$ cat src/rtl/chacha_qr_core.sv
// rtl/chacha_qr_core.sv - Multi-cycle ChaCha quarter-round engine, one ARX step per clock
module chacha_qr_core #(
  parameter int unsigned ROUNDS = 1
) (
  input  logic        clk,
  input  logic        rst_n,
  input  logic        start,
  input  logic [31:0] a_in,
  input  logic [31:0] b_in,
  input  logic [31:0] c_in,
  input  logic [31:0] d_in,
  output logic        busy,
  output logic        done,
  output logic [31:0] a_out,
  output logic [31:0] b_out,
  output logic [31:0] c_out,
  output logic [31:0] d_out
);

  localparam logic [7:0] LAST_ROUND = 8'(ROUNDS - 1);

  typedef enum logic {IDLE, RUN} state_t;

  state_t      state_q, state_d;
  logic [1:0]  step_q, step_d;
  logic [7:0]  round_q, round_d;
  logic [31:0] a_q, b_q, c_q, d_q;
  logic [31:0] a_d, b_d, c_d, d_d;
  logic        done_q, done_d;
  logic [31:0] sum, mix;

  function automatic logic [31:0] rotl(input logic [31:0] x, input int unsigned n);
    return (x << n) | (x >> (32 - n));
  endfunction

  always_ff @(posedge clk or negedge rst_n) begin
    if (!rst_n) begin
      state_q <= IDLE;
      step_q  <= 2'd0;
      round_q <= 8'd0;
      a_q     <= 32'h0;
      b_q     <= 32'h0;
      c_q     <= 32'h0;
      d_q     <= 32'h0;
      done_q  <= 1'b0;
    end else begin
      state_q <= state_d;
      step_q  <= step_d;
      round_q <= round_d;
      a_q     <= a_d;
      b_q     <= b_d;
      c_q     <= c_d;
      d_q     <= d_d;
      done_q  <= done_d;
    end
  end

  always_comb begin
    state_d = state_q;
    step_d  = step_q;
    round_d = round_q;
    a_d     = a_q;
    b_d     = b_q;
    c_d     = c_q;
    d_d     = d_q;
    done_d  = 1'b0;
    sum     = 32'h0;
    mix     = 32'h0;
    case (state_q)
      IDLE: begin
        if (start) begin
          a_d     = a_in;
          b_d     = b_in;
          c_d     = c_in;
          d_d     = d_in;
          step_d  = 2'd0;
          round_d = 8'd0;
          state_d = RUN;
        end
      end
      RUN: begin
        step_d = step_q + 2'd1;
        // add, xor with the fresh sum, then rotate: all within one edge
        case (step_q)
          2'd0: begin
            sum = a_q + b_q;
            mix = d_q ^ sum;
            a_d = sum;
            d_d = rotl(mix, 16);
          end
          2'd1: begin
            sum = c_q + d_q;
            mix = b_q ^ sum;
            c_d = sum;
            b_d = rotl(mix, 12);
          end
          2'd2: begin
            sum = a_q + b_q;
            mix = d_q ^ sum;
            a_d = sum;
            d_d = rotl(mix, 8);
          end
          default: begin
            sum = c_q + d_q;
            mix = b_q ^ sum;
            c_d = sum;
            b_d = rotl(mix, 7);
          end
        endcase
        if (step_q == 2'd3) begin
          if (round_q == LAST_ROUND) begin
            state_d = IDLE;
            done_d  = 1'b1;
          end else begin
            round_d = round_q + 8'd1;
          end
        end
      end
      default: state_d = IDLE;
    endcase
  end

  assign busy  = (state_q == RUN);
  assign done  = done_q;
  assign a_out = a_q;
  assign b_out = b_q;
  assign c_out = c_q;
  assign d_out = d_q;

endmodule
$ cat config.mk
export PLATFORM = sky130hd
export DESIGN_NAME = chacha_qr_core
export DESIGN_NICKNAME = d
export VERILOG_FILES = /design/src/rtl/chacha_qr_core.sv
export SDC_FILE = /design/constraint.sdc
export NUM_CORES = 1
export LEC_CHECK = 0
export CAP_MARGIN = 20
export CELL_PAD_IN_SITES_DETAIL_PLACEMENT = 0
export CELL_PAD_IN_SITES_GLOBAL_PLACEMENT = 1
export CORE_MARGIN = 4
export CORE_UTILIZATION = 34
export DETAILED_ROUTE_END_ITERATION = 12
export GPL_ROUTABILITY_DRIVEN = 0
export PLACE_DENSITY_LB_ADDON = 0.1
export SETUP_SLACK_MARGIN = 0.1
export SYNTH_ARGS = -nofsm -noshare
export SYNTH_HDL_FRONTEND = slang
export SYNTH_SLANG_ARGS = --single-unit
$ cat constraint.sdc
create_clock -name clk -period 3 [get_ports clk]
set_input_delay 0.3 -clock clk [delete_from_list [all_inputs] [get_ports clk]]
set_output_delay 0.3 -clock clk [all_outputs]
set_load 0.1 [all_outputs]
==> results of run 1 <==
-- final cells by class --
| class | instances | area, sq um | area share |
|---|---|---|---|
| clock inverter | 13 | 140 | 0.00786 |
| inverter | 25 | 93.8 | 0.00526 |
| multi-input combinational | 1115 | 8660 | 0.486 |
| clock buffer | 19 | 453 | 0.0254 |
| sequential | 140 | 3660 | 0.205 |
| tap | 442 | 553 | 0.0310 |
| timing repair buffer | 514 | 4280 | 0.240 |
-- placed cells by master, fill, tap and decap left out, types with 10 or more instances in the layout --
| master | n |
|---|---|
| a21o_1 | 29 |
| clkdlybuf4s50_1 | 129 |
| nand3_1 | 15 |
| and3_1 | 35 |
| a21oi_1 | 128 |
| clkbuf_16 | 17 |
| dfrtp_1 | 35 |
| xor2_1 | 39 |
| o21bai_1 | 10 |
| dfrtp_2 | 96 |
| o21ai_1 | 34 |
| buf_6 | 18 |
| ha_1 | 48 |
| nand4_1 | 17 |
| a21oi_2 | 25 |
| xor2_2 | 11 |
| inv_1 | 23 |
| nor2_1 | 116 |
| o21a_1 | 10 |
| o21ai_0 | 89 |
| xnor2_1 | 32 |
| mux2i_1 | 56 |
| nand2_1 | 146 |
| o22ai_1 | 12 |
| o211ai_1 | 20 |
| buf_4 | 364 |
| xnor2_2 | 30 |
| ha_4 | 16 |
-- worst max-delay path, cell delays in order, from the launching register on --
cell	delay [ps]
dfrtp_4	530
ha_4	180
fa_2	350
a21oi_2	160
o211ai_1	220
a21oi_2	260
a21oi_2	130
o311a_1	360
a211oi_4	310
xor2_4	170
a221oi_2	250
a21oi_1	90
-- how the worst min path moves through the flow --
stage / end / slack (ps) / cells after the start
after detailed placement: a_out[23] / 290 / 1
after floorplan: a_out[10] / 4 / 0
after CTS: a_out[23] / 390 / 2
after global routing: a_out[23] / 410 / 2
final: a_out[23] / 370 / 2
after global placement: a_out[23] / 290 / 1
-- layer usage --
| layer | share of wire | up-vias | track usage |
|---|---|---|---|
| met5 | 0.00023 | - | 0 |
| met4 | 0.045 | 2 | 0.130 |
| met3 | 0.087 | 90 | 0.0471 |
| met2 | 0.43 | 664 | 0.454 |
| met1 | 0.43 | 6078 | 0.442 |
| li1 | - | 5809 | - |
-- metrics by stage --
| step | TNS [ps] | hold slack [ps] | utilization | area, sq um | std cells |
|---|---|---|---|---|---|
| after detailed placement | -2010 | 286 | 0.479 | 15600 | 2197 |
| after CTS | -332 | 386 | 0.523 | 17100 | 2255 |
| after global routing | -2740 | 411 | 0.547 | 17800 | 2268 |
| final | -535 | 368 | 0.547 | 17800 | 2268 |
| after floorplan | 0 | 4.41 | - | 11500 | 1368 |
| after global placement | -2230 | 289 | 0.479 | 15600 | 2197 |
-- registers in the layout, indices dropped and copies added, names as in the netlist --
name and flops:
a_out 32, b_out 32, c_out 32, d_out 32, round_q 8, step_q 2
busy 1, done 1
-- cells by family (layout without fill, tap and decap cells) --
logic type	Yosys count	count (layout)	synth area share
AO/OA/AOI/OAI	462	462	0.254
XOR/XNOR	130	130	0.107
adder cells (fa/ha/maj)	70	70	0.0789
buffers and inverters	113	571	0.0408
flip-flops	140	140	0.310
multiplexers	60	60	0.0535
AND/OR/NAND/NOR	393	393	0.156
-- what timing repair did --
action / in CTS / in global routing
endpoints found under the hold margin: 47 / 0
setup buffers: 27 / 19
hold buffers: 1 / 0
pin swaps: 78 / 88
gates resized for setup: 113 / 124
setup endpoints to repair: 46 / 71
==> qor.txt, run 1 <==
outcome = finished with violations
failing checks = setup timing
Primary FF master, synth = dfrtp_1
reg2reg start = b_out[0]
Final setup viols = 10
CTS tree = built
Critical path destination = d_out[8]
HPWL after DPL = 45,300 microns
Syn Nets = 1,569
root buffer cell = clkbuf_16
row cnt = 66
Syn Area/Cell = 8.26 sq um
Ys Warns = 0
num ports = 261
DR iter-0 viols = 1,329
Final Max Tran Viols = 0
min cycle time layout = 3120 ps
count leader, synth = nand2_1
Critical Path Start = b_out[0]
grt total ovfl = 0
Via density = 5.57
port bufs = 260
synth unique cells = 77
share of cells above drive strength 1 = 0.389
Via Count = 12,643
RSZ-0062 raised after global routing = true
top cell type's share of synthesized area = 0.310
Die ar. = 36,200 sq um
ranking of synthesized cells by area = dfrtp_1, ha_1, a21oi_1
Syn Inst Count = 1,368
CTS Buf Count = 17
Crit Path Category = reg -> reg
H-tree Lvls = 4
async set or reset register ratio after synthesis = 1.00
Max-Cap Viols = 0
Synth Cell Area = 11,300 sq um
Hold Path Class = in -> async
top cells by count, synth = nand2_1, a21oi_1, dfrtp_1, nor2_1, o21ai_0
antenna violations before repair = 1
final hold violation count = 0
post-route ant nets = 0
# DRC = 0
Place WS = -361 ps
Chip Width = 190 microns
post-route setup slack = -121 ps
Clock Skew = 12.6 ps
top fanout value on the critical path = 3
Starting Density = 0.346
actual slew at the worst max-slew pin = 783 ps
max_slew headroom = 0.478
number of fill cells in the layout = 3,039
RR Endpoint = d_out[8]
overall routing resource usage = 0.305
Die Ht = 190 microns
Peak Freq = 320 MHz
Worst Reg-to-Reg Cells = 11
Reg2Reg Setup Slack = -120 ps
nets@finish = 2,014
n_diodes = 0
critical path launch point type = flop
P&R area growth vs syn = 57.9%
WL/cell = 25.0 microns
first-pass GRT wire length = 82,100 microns
pin count of the biggest net entering global routing = 52
Worst EP arrival = 3450 ps
# clock sinks = 140
clock-pin slew on the worst setup and hold paths = 60 ps
kind of end point of the critical path = flop
number of synthesized flops with an enable pin = 0
register area share after synthesis = 0.310
worst skew pair latency = 450 ps
first drt pass iteration count = 6
DRT Wirelength = 56,600 microns
Synth area leader = dfrtp_1
vias in the first global route = 12,311
Worst EP required = 3330 ps
Final Cycle Share = 1.04
Bufs on Longest Clock Path = 2
Synth Register Bits = 140
core footprint = 32,600 sq um
Power of run 1 is not shown: default switching activity piles up to over one toggle a cycle in this logic, so the estimate is an artifact.
==> inputs of run 2 (changes only) <==
- CTS_CLUSTER_SIZE: default -> 25
- HOLD_SLACK_MARGIN: default -> 0.06
==> results of run 2 <==
The final DEF is identical to that of run 1; final timing and power are the same.
Power of run 2 is left out for the same reason.
==> inputs of run 3 (changes only) <==
- SKIP_CTS_REPAIR_TIMING: default -> 1
==> run 3 against run 2 <==
Effect of this change: the flow still finishes with violations (setup timing); highest routed layer is now met4; first-iteration DRC count fell by 9.0%; critical path type unchanged; utilization fell by 0.86 points; sequential share of layout area rose by 0.33 points; critical path depth did not move; cell count fell by 0.53%.
==> qor.txt, run 3 (same netlist as run 1, synthesis figures left out) <==
P&R area growth vs syn = 55.4% (was 57.9%)
DRT Wirelength = 56,200 microns (was 56,600 microns)
grt total ovfl = 0 (unchanged)
DR iter-0 viols = 1,209 (was 1,329)
outcome = finished with violations (unchanged)
critical path launch point type = flop (unchanged)
Final Max Tran Viols = 0 (unchanged)
min cycle time layout = 3250 ps (was 3120 ps)
most frequent cells in the layout = buf_4, nand2_1, a21oi_1, clkdlybuf4s50_1, nor2_1 (was buf_4, nand2_1, clkdlybuf4s50_1, a21oi_1, nor2_1)
# DRC = 0 (unchanged)
overall routing resource usage = 0.299 (was 0.305)
Final setup viols = 12 (was 10)
commonest non-fill, non-tap cell in the layout = buf_4 (unchanged)
Post-Place Cell Area = 15,600 sq um (unchanged)
post-route ant nets = 0 (unchanged)
number of fill cells in the layout = 3,084 (was 3,039)
vias in the first global route = 11,924 (was 12,311)
Worst Reg-to-Reg Cells = 11 (unchanged)
kind of end point of the critical path = flop (unchanged)
first-pass GRT wire length = 80,000 microns (was 82,100 microns)
antenna violations before repair = 0 (was 1)
Bufs on Longest Clock Path = 2 (unchanged)
num ports = 261 (unchanged)
Chip Width = 190 microns (unchanged)
RR Endpoint = d_out[8] (unchanged)
Starting Density = 0.346 (unchanged)
post-route setup slack = -246 ps (was -121 ps)
Worst EP arrival = 3610 ps (was 3450 ps)
H-tree Lvls = 4 (unchanged)
reg2reg start = b_out[0] (unchanged)
nets@finish = 2,002 (was 2,014)
Peak Freq = 308 MHz (was 320 MHz)
first drt pass iteration count = 7 (was 6)
Clock Skew = 12.7 ps (was 12.6 ps)
failing checks = setup timing (unchanged)
core footprint = 32,600 sq um (unchanged)
Crit Path Category = reg -> reg (unchanged)
CTS tree = built (unchanged)
Die ar. = 36,200 sq um (unchanged)
Hold Path Class = in -> async (unchanged)
actual slew at the worst max-slew pin = 780 ps (was 783 ps)
Worst EP required = 3370 ps (was 3330 ps)
pin count of the biggest net entering global routing = 52 (unchanged)
Via Count = 12,562 (was 12,643)
clock-pin slew on the worst setup and hold paths = 60 ps (about the same)
Max-Cap Viols = 0 (unchanged)
# clock sinks = 140 (unchanged)
share of cells above drive strength 1 = 0.377 (was 0.389)
max_slew headroom = 0.480 (was 0.478)
Final Cycle Share = 1.08 (was 1.04)
Die Ht = 190 microns (unchanged)
row cnt = 66 (unchanged)
CTS Buf Count = 17 (unchanged)
n_diodes = 0 (unchanged)
top fanout value on the critical path = 6 (was 3)
Via density = 5.57 (about the same)
worst skew pair latency = 450 ps (about the same)
fin area = 17,600 sq um (was 17,800 sq um)
final hold violation count = 0 (unchanged)
root buffer cell = clkbuf_16 (unchanged)
port bufs = 260 (unchanged)
Reg2Reg Setup Slack = -250 ps (was -120 ps)
HPWL after DPL = 45,300 microns (unchanged)
WL/cell = 24.9 microns (was 25.0 microns)
RSZ-0062 raised after global routing = true (unchanged)
-- run 3: changes by cell type in the layout (fill, tap and decap cells not counted), moves of 3 or more --
cell      before  now
buf_6         18    8
a21oi_2       25   18
a211oi_1       3    6
xnor2_4        7    4
a21oi_1      128  134
o21ai_2        7   10
xnor2_1       32   35
xor2_4         6    3
o21ai_1       34   25
o21ai_0       89   94
-- run 3: worst max-delay path by stage --
| stage | start | slack (ps) | end | cells after the start |
|---|---|---|---|---|
| 6_report | b_out[0] | -250 | d_out[8] | 11 |
| 5_1_grt | b_out[0] | -310 | d_out[8] | 11 |
| 4_1_cts | b_out[0] | -400 | d_out[8] | 11 |
| 3_5_place_dp | b_out[0] | -360 | d_out[8] | 11 |
| 3_3_place_gp | d_out[6] | -370 | b_out[2] | 11 |
| 2_1_floorplan | b_out[0] | 30 | d_out[8] | 11 |
-- run 3: worst max-delay path, cell delays in order (launching register included) --
cell      delay, ps
dfrtp_4         530
ha_4            190
fa_2            370
a21oi_4         160
o211ai_1        300
a21oi_2         260
a21oi_2         100
o311a_1         350
a211oi_4        310
xor2_2          330
a221oi_2        100
a21oi_1         160
-- run 3: metal layers --
layer / part of all wire / GRT usage / vias up
met5: 0 / 0 / -
met2: 0.43 / 0.438 / 633
li1: - / - / 5787
met1: 0.44 / 0.431 / 6053
met4: 0.044 / 0.130 / 0
met3: 0.083 / 0.0575 / 89
-- run 3: layout make-up --
class                   instances  area (sq um)  share of cell area
multi-input cells            1115          8510               0.485
repair buffers                502          4150               0.236
flip-flops and latches        140          3660               0.208
well taps                     442           553              0.0315
clock buffers                  19           453              0.0258
clock inverters                13           140             0.00798
inverters                      25          93.8             0.00535
-- run 3: through the flow --
step,TNS [ps],hold slack (ps),utilization,setup slack (ps),std cells
final,-1160,367,0.538,-246,2256
after global routing,-2840,409,0.538,-315,2256
after CTS,-2700,-196,0.497,-397,2229
after detailed placement,-2010,286,0.479,-361,2197
after global placement,-2230,289,0.479,-367,2197
after floorplan,0,4.41,-,30.7,1368
Power of run 3 is left out for the same reason.
==> edit, RTL diff (flow settings as in run 2) <==
Register the input `c_in` before use. The logic sees it one clock later. The other inputs are not delayed to match.
--- a/src/rtl/chacha_qr_core.sv
+++ b/src/rtl/chacha_qr_core.sv
@@ -20,6 +20,12 @@
   localparam logic [7:0] LAST_ROUND = 8'(ROUNDS - 1);
 
   typedef enum logic {IDLE, RUN} state_t;
+
+  logic [31:0] c_r;
+
+  always_ff @(posedge clk) begin
+    c_r <= c_in;
+  end
 
   state_t      state_q, state_d;
   logic [1:0]  step_q, step_d;
@@ -71,7 +77,7 @@
         if (start) begin
           a_d     = a_in;
           b_d     = b_in;
-          c_d     = c_in;
+          c_d     = c_r;
           d_d     = d_in;
           step_d  = 2'd0;
           round_d = 8'd0;
Formal check against the unedited RTL: not equivalent (a bounded check fails within 4 cycles, from zero or initial values and one cycle with rst_n low).
==> edit against run 2 <==
  * The flow still finishes with violations (negative setup slack)
  * Wire length decreased by 4.0%
  * Area after synthesis increased by 1.2%
  * Setup slack got worse by 0.0097 ns
  * Final area increased by 2.4%
  * Sequential cell count increased by 32
  * Largest cell class unchanged
  * First-iteration DRC count decreased by 33%
Power is left out: the tool's default activity adds up to more than one toggle a clock period on the data nets, which glitch-free logic cannot reach.
==> edit: results (changes against run 2) <==
[outcome]
outcome=complete, but fails checks
violations=negative setup slack

[sta]
fin_tns_setup_ns=-1.23  ; -0.693 ns
setup_viol=26  ; +16
clock_skew_ns=0.0142  ; +0.00158 ns
finalWorstSetupSlack_ns=-0.131  ; -0.00967 ns

[yosys]
synth_commonest_cells=148 x a21oi_1, 140 x dfrtp_1, 136 x nand2_1, 118 x o21ai_0, 97 x nor2_1
synth_mux_area_share_pct=5.45  ; +0.10 points
avgSynthCellArea_um2=8.78  ; +6.3%
synth-xor-area-share_pct=11.0  ; +0.30 points
synth_cell_type_count=64  ; -17%
synth-async-reset-ratio_pct=81.4  ; -19 points
syn-num-nets=1503  ; -4.2%
synthAdderAreaFrac_pct=7.79  ; -0.092 points

[worst_hold_path]
hp-class=in2reg

[cells_and_area]
multi_input_area_share_pct=45.5  ; -3.1 points
final.fill_count=3077  ; +1.3%
final_nets=1971  ; -2.1%
final-nonclk-buf-share_pct=24.0  ; +0.054 points
register_area_mm2=0.00434  ; +19%
clkCellAreaFrac_pct=3.39  ; +0.067 points
inverters=14  ; -44%
buffers_excl_clock=527  ; +2.5%
multi_input_gates=1038  ; -6.9%
clkbuf_count=18  ; -1

[detailed_routing]
vias=12100  ; -4.2%
wl_per_cell_um=24.4  ; -2.1%
drt-total-wl_um=54400  ; -4.0%
dr.pass1.iters=5  ; -1
drt_iter0_drc=895  ; -33%

[critical_path]
crit_start=a_out[1]$_DFFE_PN0P_
crit_end=d_out[5]$_DFFE_PN0P_
ff2ff_path_depth=12  ; +1
crit_fanout=4  ; +1

[global_routing]
antenna_found_initial=3  ; +2
grt_pass1_wl_um=77700  ; -5.4%
grt_pass1_vias=12100  ; -1.3%

[clocking]
cts_resized=123  ; +8.8%
clk_pin_slew_ns=0.08  ; +0.02 ns

[place]
place_area_mm2=0.0160  ; +2.7%

[edit: layer usage]
metal  track usage, %  share of wire (%)  vias to the layer above
li1                 -                  -                     5642
met1             38.5                 43                     5892
met4             9.03                3.2                        2
met2             46.3                 46                      487
met5                0              0.024                        -
met3             7.05                8.0                       87
[edit: how the worst min path moves through the flow]
stage,to,cells past startpoint,startpoint
finish,c_r[5]$_DFF_P_,1,c_in[5]
detailed placement,a_out[7]$_DFFE_PN0P_,2,rst_n
global placement,a_out[7]$_DFFE_PN0P_,2,rst_n
CTS,c_r[26]$_DFF_P_,1,c_in[26]
floorplan,a_out[10]$_DFFE_PN0P_,0,rst_n
global route,c_r[26]$_DFF_P_,1,c_in[26]
[edit: worst max-delay path, cell delays in order (launching register included)]
cell,delay [ns]
dfrtp_4,0.50
ha_4,0.25
a21o_1,0.18
o21a_1,0.22
o41a_1,0.38
o21ai_2,0.18
o31ai_2,0.07
buf_4,0.17
a31oi_4,0.20
xnor2_2,0.17
buf_4,0.16
mux2i_1,0.08
a221o_1,0.40
